`config.mk`:
```
export PLATFORM = sky130hd
export DESIGN_NAME = otp_pad_scheduler
export DESIGN_NICKNAME = d
export VERILOG_FILES = /design/src/rtl/otp_pkg.sv /design/src/rtl/otp_rr_arb2.sv /design/src/rtl/otp_pad_scheduler.sv
export SDC_FILE = /design/constraint.sdc
export NUM_CORES = 1
export LEC_CHECK = 0
export ABC_AREA = 1
export BUFFER_PORTS_ARGS = -buffer_cell sky130_fd_sc_hd__buf_2
export CORE_ASPECT_RATIO = 0.7
export CORE_UTILIZATION = 30
export DETAILED_ROUTE_END_ITERATION = 16
export GPL_TIMING_DRIVEN = 0
export SYNTH_ARGS = -nofsm -noshare
export SYNTH_HDL_FRONTEND = slang
export SYNTH_SLANG_ARGS = --single-unit
```
`constraint.sdc`:
```
create_clock -name clk -period 4.9 [get_ports clk]
set_clock_uncertainty 0.15 [all_clocks]
set_input_delay 0.735 -clock clk [delete_from_list [all_inputs] [get_ports clk]]
set_output_delay 0.735 -clock clk [all_outputs]
set_load 0.1 [all_outputs]
```
`src/rtl/otp_pkg.sv`:
```
// Shared constants, state/grant encodings and the response payload for the
// one-time-pad scheduler.
package otp_pkg;

    localparam int unsigned W     = 8;
    localparam int unsigned DEPTH = 8;
    localparam int unsigned IDX_W = 3;
    localparam int unsigned CNT_W = IDX_W + 1;

    typedef enum logic {
        IDLE = 1'b0,
        RESP = 1'b1
    } state_t;

    typedef enum logic {
        GR_ENC = 1'b0,
        GR_DEC = 1'b1
    } grant_t;

    typedef struct packed {
        logic [W-1:0]     data;
        logic [IDX_W-1:0] idx;
        logic             is_dec;
        logic             err;
    } rsp_t;

    // Number of occupied slots; CNT_W bits so a completely full store fits.
    function automatic logic [CNT_W-1:0] popcount(input logic [DEPTH-1:0] v);
        logic [CNT_W-1:0] n;
        n = '0;
        for (int unsigned i = 0; i < DEPTH; i++) begin
            n = n + CNT_W'(v[i]);
        end
        return n;
    endfunction

endpackage

```
`src/rtl/otp_rr_arb2.sv`:
```
// Two-requester round-robin arbiter: bit 0 is encrypt, bit 1 is decrypt.
// On a tie the requester that did not win last time is granted.
module otp_rr_arb2
    import otp_pkg::*;
(
    input  logic [1:0] req,
    input  grant_t     last_grant,
    input  logic       grant_en,
    output logic [1:0] gnt
);

    always_comb begin
        gnt = 2'b00;
        if (grant_en) begin
            if (req == 2'b11) begin
                gnt = (last_grant == GR_DEC) ? 2'b01 : 2'b10;
            end else begin
                gnt = req;
            end
        end
    end

endmodule

```
`src/rtl/otp_pad_scheduler.sv`:
```
// Sequences the shared one-time-pad store between an encrypt and a decrypt
// port; each stored pad is consumed by exactly one decrypt.
module otp_pad_scheduler
    import otp_pkg::*;
(
    input  logic             clk,
    input  logic             rst,
    input  logic             enc_valid,
    output logic             enc_ready,
    input  logic [W-1:0]     enc_data,
    input  logic             dec_valid,
    output logic             dec_ready,
    input  logic [IDX_W-1:0] dec_idx,
    input  logic [W-1:0]     dec_data,
    input  logic [W-1:0]     pad_in,
    output logic             pad_adv,
    output logic             rsp_valid,
    input  logic             rsp_ready,
    output logic [W-1:0]     rsp_data,
    output logic [IDX_W-1:0] rsp_idx,
    output logic             rsp_is_dec,
    output logic             rsp_err,
    output logic             full,
    output logic [CNT_W-1:0] used
);

    state_t           state_q, state_d;
    grant_t           last_grant_q, last_grant_d;
    logic [IDX_W-1:0] wr_ptr_q, wr_ptr_d;
    logic [DEPTH-1:0] valid_q, valid_d;
    logic [W-1:0]     mem_q [DEPTH];
    logic             mem_we;
    rsp_t             rsp_q, rsp_d;
    logic             rsp_valid_q, rsp_valid_d;
    logic [1:0]       req;
    logic [1:0]       gnt;
    logic             full_int;

    // Slots are consumed strictly in order, so only the write-pointer slot matters.
    assign full_int = valid_q[wr_ptr_q];
    assign req      = {dec_valid, enc_valid & ~full_int};

    otp_rr_arb2 u_arb (
        .req        (req),
        .last_grant (last_grant_q),
        .grant_en   (state_q == IDLE),
        .gnt        (gnt)
    );

    // Next-state and response capture.
    always_comb begin
        state_d      = state_q;
        last_grant_d = last_grant_q;
        wr_ptr_d     = wr_ptr_q;
        valid_d      = valid_q;
        rsp_d        = rsp_q;
        rsp_valid_d  = rsp_valid_q;
        mem_we       = 1'b0;

        case (state_q)
            IDLE: begin
                if (gnt[0]) begin
                    mem_we            = 1'b1;
                    valid_d[wr_ptr_q] = 1'b1;
                    rsp_d.data        = pad_in ^ enc_data;
                    rsp_d.idx         = wr_ptr_q;
                    rsp_d.is_dec      = 1'b0;
                    rsp_d.err         = 1'b0;
                    wr_ptr_d          = wr_ptr_q + IDX_W'(1);
                    last_grant_d      = GR_ENC;
                    rsp_valid_d       = 1'b1;
                    state_d           = RESP;
                end else if (gnt[1]) begin
                    if (valid_q[dec_idx]) begin
                        rsp_d.data       = mem_q[dec_idx] ^ dec_data;
                        rsp_d.err        = 1'b0;
                        valid_d[dec_idx] = 1'b0;
                    end else begin
                        rsp_d.data = '0;
                        rsp_d.err  = 1'b1;
                    end
                    rsp_d.idx    = dec_idx;
                    rsp_d.is_dec = 1'b1;
                    last_grant_d = GR_DEC;
                    rsp_valid_d  = 1'b1;
                    state_d      = RESP;
                end
            end
            RESP: begin
                if (rsp_ready) begin
                    rsp_valid_d = 1'b0;
                    state_d     = IDLE;
                end
            end
            default: begin
                state_d = IDLE;
            end
        endcase
    end

    // State, pointer, valid bits and response registers.
    always_ff @(posedge clk or posedge rst) begin
        if (rst) begin
            state_q      <= IDLE;
            last_grant_q <= GR_DEC;
            wr_ptr_q     <= '0;
            valid_q      <= '0;
            rsp_q        <= '0;
            rsp_valid_q  <= 1'b0;
        end else begin
            state_q      <= state_d;
            last_grant_q <= last_grant_d;
            wr_ptr_q     <= wr_ptr_d;
            valid_q      <= valid_d;
            rsp_q        <= rsp_d;
            rsp_valid_q  <= rsp_valid_d;
        end
    end

    // Pad storage.
    always_ff @(posedge clk or posedge rst) begin
        if (rst) begin
            for (int unsigned i = 0; i < DEPTH; i++) begin
                mem_q[i] <= '0;
            end
        end else if (mem_we) begin
            mem_q[wr_ptr_q] <= pad_in;
        end
    end

    assign enc_ready  = gnt[0];
    assign dec_ready  = gnt[1];
    assign pad_adv    = gnt[0];
    assign rsp_valid  = rsp_valid_q;
    assign rsp_data   = rsp_q.data;
    assign rsp_idx    = rsp_q.idx;
    assign rsp_is_dec = rsp_q.is_dec;
    assign rsp_err    = rsp_q.err;
    assign full       = full_int;
    assign used       = popcount(valid_q);

endmodule

```
== Yosys cells after proc, flatten, opt, wreduce, memory -nomap -nowiden ==
Index checks and enable logic that the tools add are counted.

* Flip-flop bits (word level): 91
* Bits in latches: 0
* Memory bits (writable): 0
* ROM bits: 0
* Bits of input ports: 32
* Output and inout bits: 22
* Logic and storage cells: 89
* Memories: 0

* $add $sub $neg: 8
* $mul: 0
* Divide/modulo/power cells: 0
* Magnitude comparators: 7
* Equality and inequality tests: 3
* Shift operators: 0
* Multiplexer cells: 35
* Bitwise logic cells: 10
* Reduce and logical (&&, ||, !) cells: 9

{| class="wikitable"
|+ Operators by type and width
! cell !! number
|-
| 64-bit bitwise mux || 1
|-
| 8-bit 2-to-1 mux || 7
|-
| 13-bit 2-to-1 mux || 2
|-
| 8-bit binary-select mux with 3-bit select || 1
|-
| 8-bit demux with 3-bit select || 1
|-
| 4-bit by 1-bit adder with 4-bit output || 4
|-
| 8-bit XOR || 2
|-
| 1-bit 2-to-1 mux || 14
|-
| 8-bit bitwise AND || 1
|-
| 4-bit greater-or-equal comparator (second input constant) || 2
|-
| 3-bit by 4-bit < comparator with 1-bit output (second input constant) || 2
|-
| 3-bit NOT with 4-bit output || 2
|-
| 8-bit NOT || 1
|-
| 8-bit bitwise OR || 1
|-
| 1-bit binary-select mux with 3-bit select || 2
|-
| 1-bit demux with 3-bit select || 2
|-
| 3-bit by 1-bit greater-or-equal comparator with 1-bit output (second input constant) || 2
|-
| 2-bit 2-to-1 mux || 3
|-
| 2-bit AND reduction || 3
|-
| 3-bit by 1-bit adder with 4-bit output || 1
|-
| 4-bit by 1-bit < comparator with 1-bit output (second input constant) || 1
|-
| 1-bit one-hot mux with 2 select lines || 2
|-
| 2-bit nonzero test || 2
|-
| 2-bit by 1-bit adder with 3-bit output || 1
|-
| 9 further kinds || 12
|}

== Longest topological paths before layout ==
* Depth after elaboration: 10
* Depth in mapped cells: 15

== Modules after synthesis ==
From an unflattened synthesis, not the netlist that was laid out.

* Cells, all modules: 682
* Area, all modules: 5041.1 µm²

{| class="wikitable"
|+ By module, submodules not included
! module !! times used !! cells an instance !! area an instance (µm²)
|-
| otp_pad_scheduler || 1 || 677 || 5019.8
|-
| otp_rr_arb2 || 1 || 5 || 21.3
|}

== Least setup slack after synthesis ==
OpenSTA, ideal clock, no wires.

* Path kind: register to output
* Start: reg valid_q[0]
* End: out used[2]
* Data arrival time: 4.049 ns
* Required time: 4.015 ns
* Slack: -0.034 ns
* Cell stages (with the launch flop): 10
* Cells stage by stage: dfrtp_1 > fa_1 > inv_1 > fa_1 > fa_1 > inv_1 > ha_1 > inv_1 > fa_1 > xnor2_1

* Cells in the longest elaborated chain, start to end: 7

{| class="wikitable"
|+ RTL lines
! what !! RTL line !! text
|-
| from (decl) || otp_pad_scheduler.sv:30 || <nowiki>logic [DEPTH-1:0] valid_q, valid_d;</nowiki>
|-
| from (signal assigned) || otp_pad_scheduler.sv:114 || <nowiki>valid_q <= valid_d;</nowiki>
|-
| 1-bit by 1-bit adder with 2-bit output || otp_pkg.sv:32 || <nowiki>n = n + CNT_W'(v[i]);</nowiki>
|-
| 2-bit by 1-bit adder with 3-bit output || otp_pkg.sv:32 ||
|-
| 3-bit by 1-bit adder with 4-bit output || otp_pkg.sv:32 ||
|-
| 4-bit by 1-bit adder with 4-bit output (4 in a row) || otp_pkg.sv:32 ||
|-
| to (decl) || otp_pad_scheduler.sv:24 || <nowiki>output logic [CNT_W-1:0] used</nowiki>
|}

Every way passes these cells.

== Final worst setup path ==
Same ends and word-level chain as after synthesis.

==> results.toml <==
[finish]
area.growth.synth_to_final_pct = 16.5
drive_above_1_share_pct = 13.4
final_core_util_pct = 36.5
antenna_cells = 0
final_cell_mix = "nand2_1, inv_1, dfrtp_1"
layout_commonest_cell = "nand2_1"
finalNetCount = 840
fillers = 1806

[grt]
use_met3_pct = 3.88
antenna_found_initial = 0
grt_pass1_vias = 4148
grt_pass1_wl_mm = 22.3
track_usage_pct = 15.9
top_usage_layer = "met1"
gr-total-overflow = 0
grt_start_max_net_pins = 68
use_met1_pct = 25.7
met2_usage_pct = 21.0

[timing]
layout_min_cycle_time_ns = 4.44
hold_viol = 0
slew_headroom_pct = 54.2
setup_viol = 0
tns_ns = 0
fin_crit_sh_pct = 90.6
worst_pin_slew_ns = 0.684
slew_violations = 0
max_freq_ghz = 0.225
grt_setup_unrepaired = "false"
setup_slack_ns = 0.460

[floorplanning]
core-area_mm2 = 0.0166
ios = 54
dieHeight_um = 112
die_x_um = 159
dieArea_mm2 = 0.0179
placementRows = 39
start_util_pct = 31.3

[power_and_ir_drop]
max-vdd-ir-drop_v = 0.000515
leakage_nw = 3.32
powerDensity_mw_per_mm2 = 675

[synthesis]
synth_compound_area_share_pct = 7.06
ys_ff_latch = 91
synth_top_cell_by_area = "dfrtp_1"
synth-simple-area-share_pct = 32.3
synth_top_family_by_area = "simple AND/OR/NAND/NOR gates"
synth.area.top_cells = "dfrtp_1, nand2_1, inv_1"
synth_area_per_cell_um2 = 7.06
muxShareOfSynthArea_pct = 0
ys_types = 30
yosysSeqAreaShare_pct = 43.7
yosysTopAreaCellShare_pct = 43.2
synth_nets = 778
ys_warn_count = 0
synthXorXnorAreaFrac_pct = 1.85
synth_area_mm2 = 0.00521
yosys.area_share.adder_pct = 2.50
syn_inst = 738

[drt]
dr.pass1.iters = 5
routed_via_density = 4.45
finalWirelength_mm = 13.9
drc = 0
vias = 4581
drt_iter0_markers = 381
ant_nets = 0
routedWlPerCell_um = 13.5

[job]
drv_cap = 0

[worst_setup_path]
slowest_stage = "fa_1"
crit_buf_inv = 4
cp.arrival_ns = 3.56
critPathTopFamily = "adder cells"
crit_chain = "fa_1 > inv_1 > fa_1 > fa_1 > inv_1 > ha_1 > inv_1 > fa_1 > xnor2_2 > buf_2"
cp_max_fo = 4
crit_path_end_kind = "output pin"
cpPeakStageDelay_ns = 0.55
cp_common_cell = "fa_1"
crit_type = "flip-flop to output pin"
start_kind = "flip-flop"
required_ns = 4.01

[cts]
cts_resized = 0
post_cts_buffers = 0
cts_hold_buf = 0
cts_made_buffers = 9
clk_latency_ns = 0.34
cts.sinks = 91
cts_htree_levels = 3
cts_tree = "done"
ctsRootBufferMaster = "clkbuf_16"
clk_path_buf_depth = 2
path_clk_slew_ns = 0.07

[placed_design]
dp_hpwl_mm = 10.7
portBuffers = 50
place_ws_ns = 0.812
gp_congestion = 0.853

[min_path]
min_path_type = "primary input to async pin"

[outcome]
run_status = "complete, no violations"
per-stage QoR:
stage / power, W / hold slack [ns] / area [µm²] / instances
3_5_place_dp: 0.00343 / 0.308 / 5780 / 1014
6_report: 0.00409 / 0.216 / 6070 / 1030
2_1_floorplan: 0.00299 / 0.292 / 5220 / 738
4_1_cts: 0.00411 / 0.229 / 6070 / 1030
3_3_place_gp: 0.00339 / 0.306 / 5750 / 1013
5_1_grt: 0.00438 / 0.245 / 6070 / 1030
layout make-up:
cell class	instances	area [µm²]	share of cell area, %
Clock buffer	11	253	4.16
Buffer	32	211	3.48
Inverter	116	443	7.30
Timing Repair Buffer	51	278	4.58
Clock inverter	5	37.5	0.619
Multi-Input combinational cell	499	2290	37.7
Sequential cell	91	2280	37.5
Tap cell	225	282	4.64
synth_stat cells:
| library cell | n |
|---|---|
| buf_1 | 2 |
| nand4_2 | 1 |
| buf_12 | 1 |
| o21ai_1 | 9 |
| nand2_2 | 1 |
| buf_2 | 12 |
| nand3b_1 | 1 |
| clkinv_1 | 1 |
| nor2_1 | 37 |
| xnor2_1 | 1 |
| clkinv_4 | 1 |
| nor2_2 | 3 |
| nand3_2 | 1 |
| buf_4 | 4 |
| dfrtp_1 | 90 |
| nand2_1 | 295 |
| inv_2 | 2 |
| inv_1 | 112 |
| nand2_4 | 2 |
| nor2_4 | 4 |
| fa_1 | 4 |
| nand3_1 | 63 |
| dfstp_2 | 1 |
| o211ai_1 | 3 |
| buf_6 | 6 |
| ha_1 | 4 |
| clkbuf_1 | 7 |
| a21oi_1 | 4 |
| o21ai_0 | 56 |
| xor2_1 | 10 |
sequential cells by signal, indices dropped and copies added, names as in the netlist:
register / count
state_q: 1
last_grant_q: 1
rsp_is_dec: 1
rsp_data: 8
mem_q: 64
valid_q: 8
wr_ptr_q: 3
rsp_err: 1
rsp_valid: 1
rsp_idx: 3
where the power goes:
group | internal (W) | switching (W)
Clock | 0.000373 | 0.000304
Sequential | 0.00109 | 0.000165
Combinational | 0.000532 | 0.00163
Total | 0.00200 | 0.00210
final timing paths:
check                       startpoint      endpoint  slack [ns]  cells after the start
max                         valid_q[0]       used[2]        0.46                     10
min                                rst     mem_q[16]        0.22                      2
max reg2reg                wr_ptr_q[2]     mem_q[48]        2.38                     12
min reg2reg                rsp_data[4]   rsp_data[4]        0.32                      2
max in group asynchronous          rst  last_grant_q        3.70                      3
min in group clk           rsp_data[4]   rsp_data[4]        0.32                      2
per-layer routing:
metal  vias to the layer above  part of all wire [%]
li1                       2365                     -
met1                      2071                    56
met2                       134                    38
met3                        11                   6.0
met4                         0                  0.65
met5                         -                     0
cell families (layout without fill, tap and decap cells):
kind of cell | after synthesis | in the layout
flops | 91 | 91
buf+inv | 148 | 215
fa+ha+maj | 8 | 8
simple gates | 408 | 408
compound gates | 72 | 72
xor+xnor | 11 | 11
No activity file was read; power rests on OpenSTA's default activity.
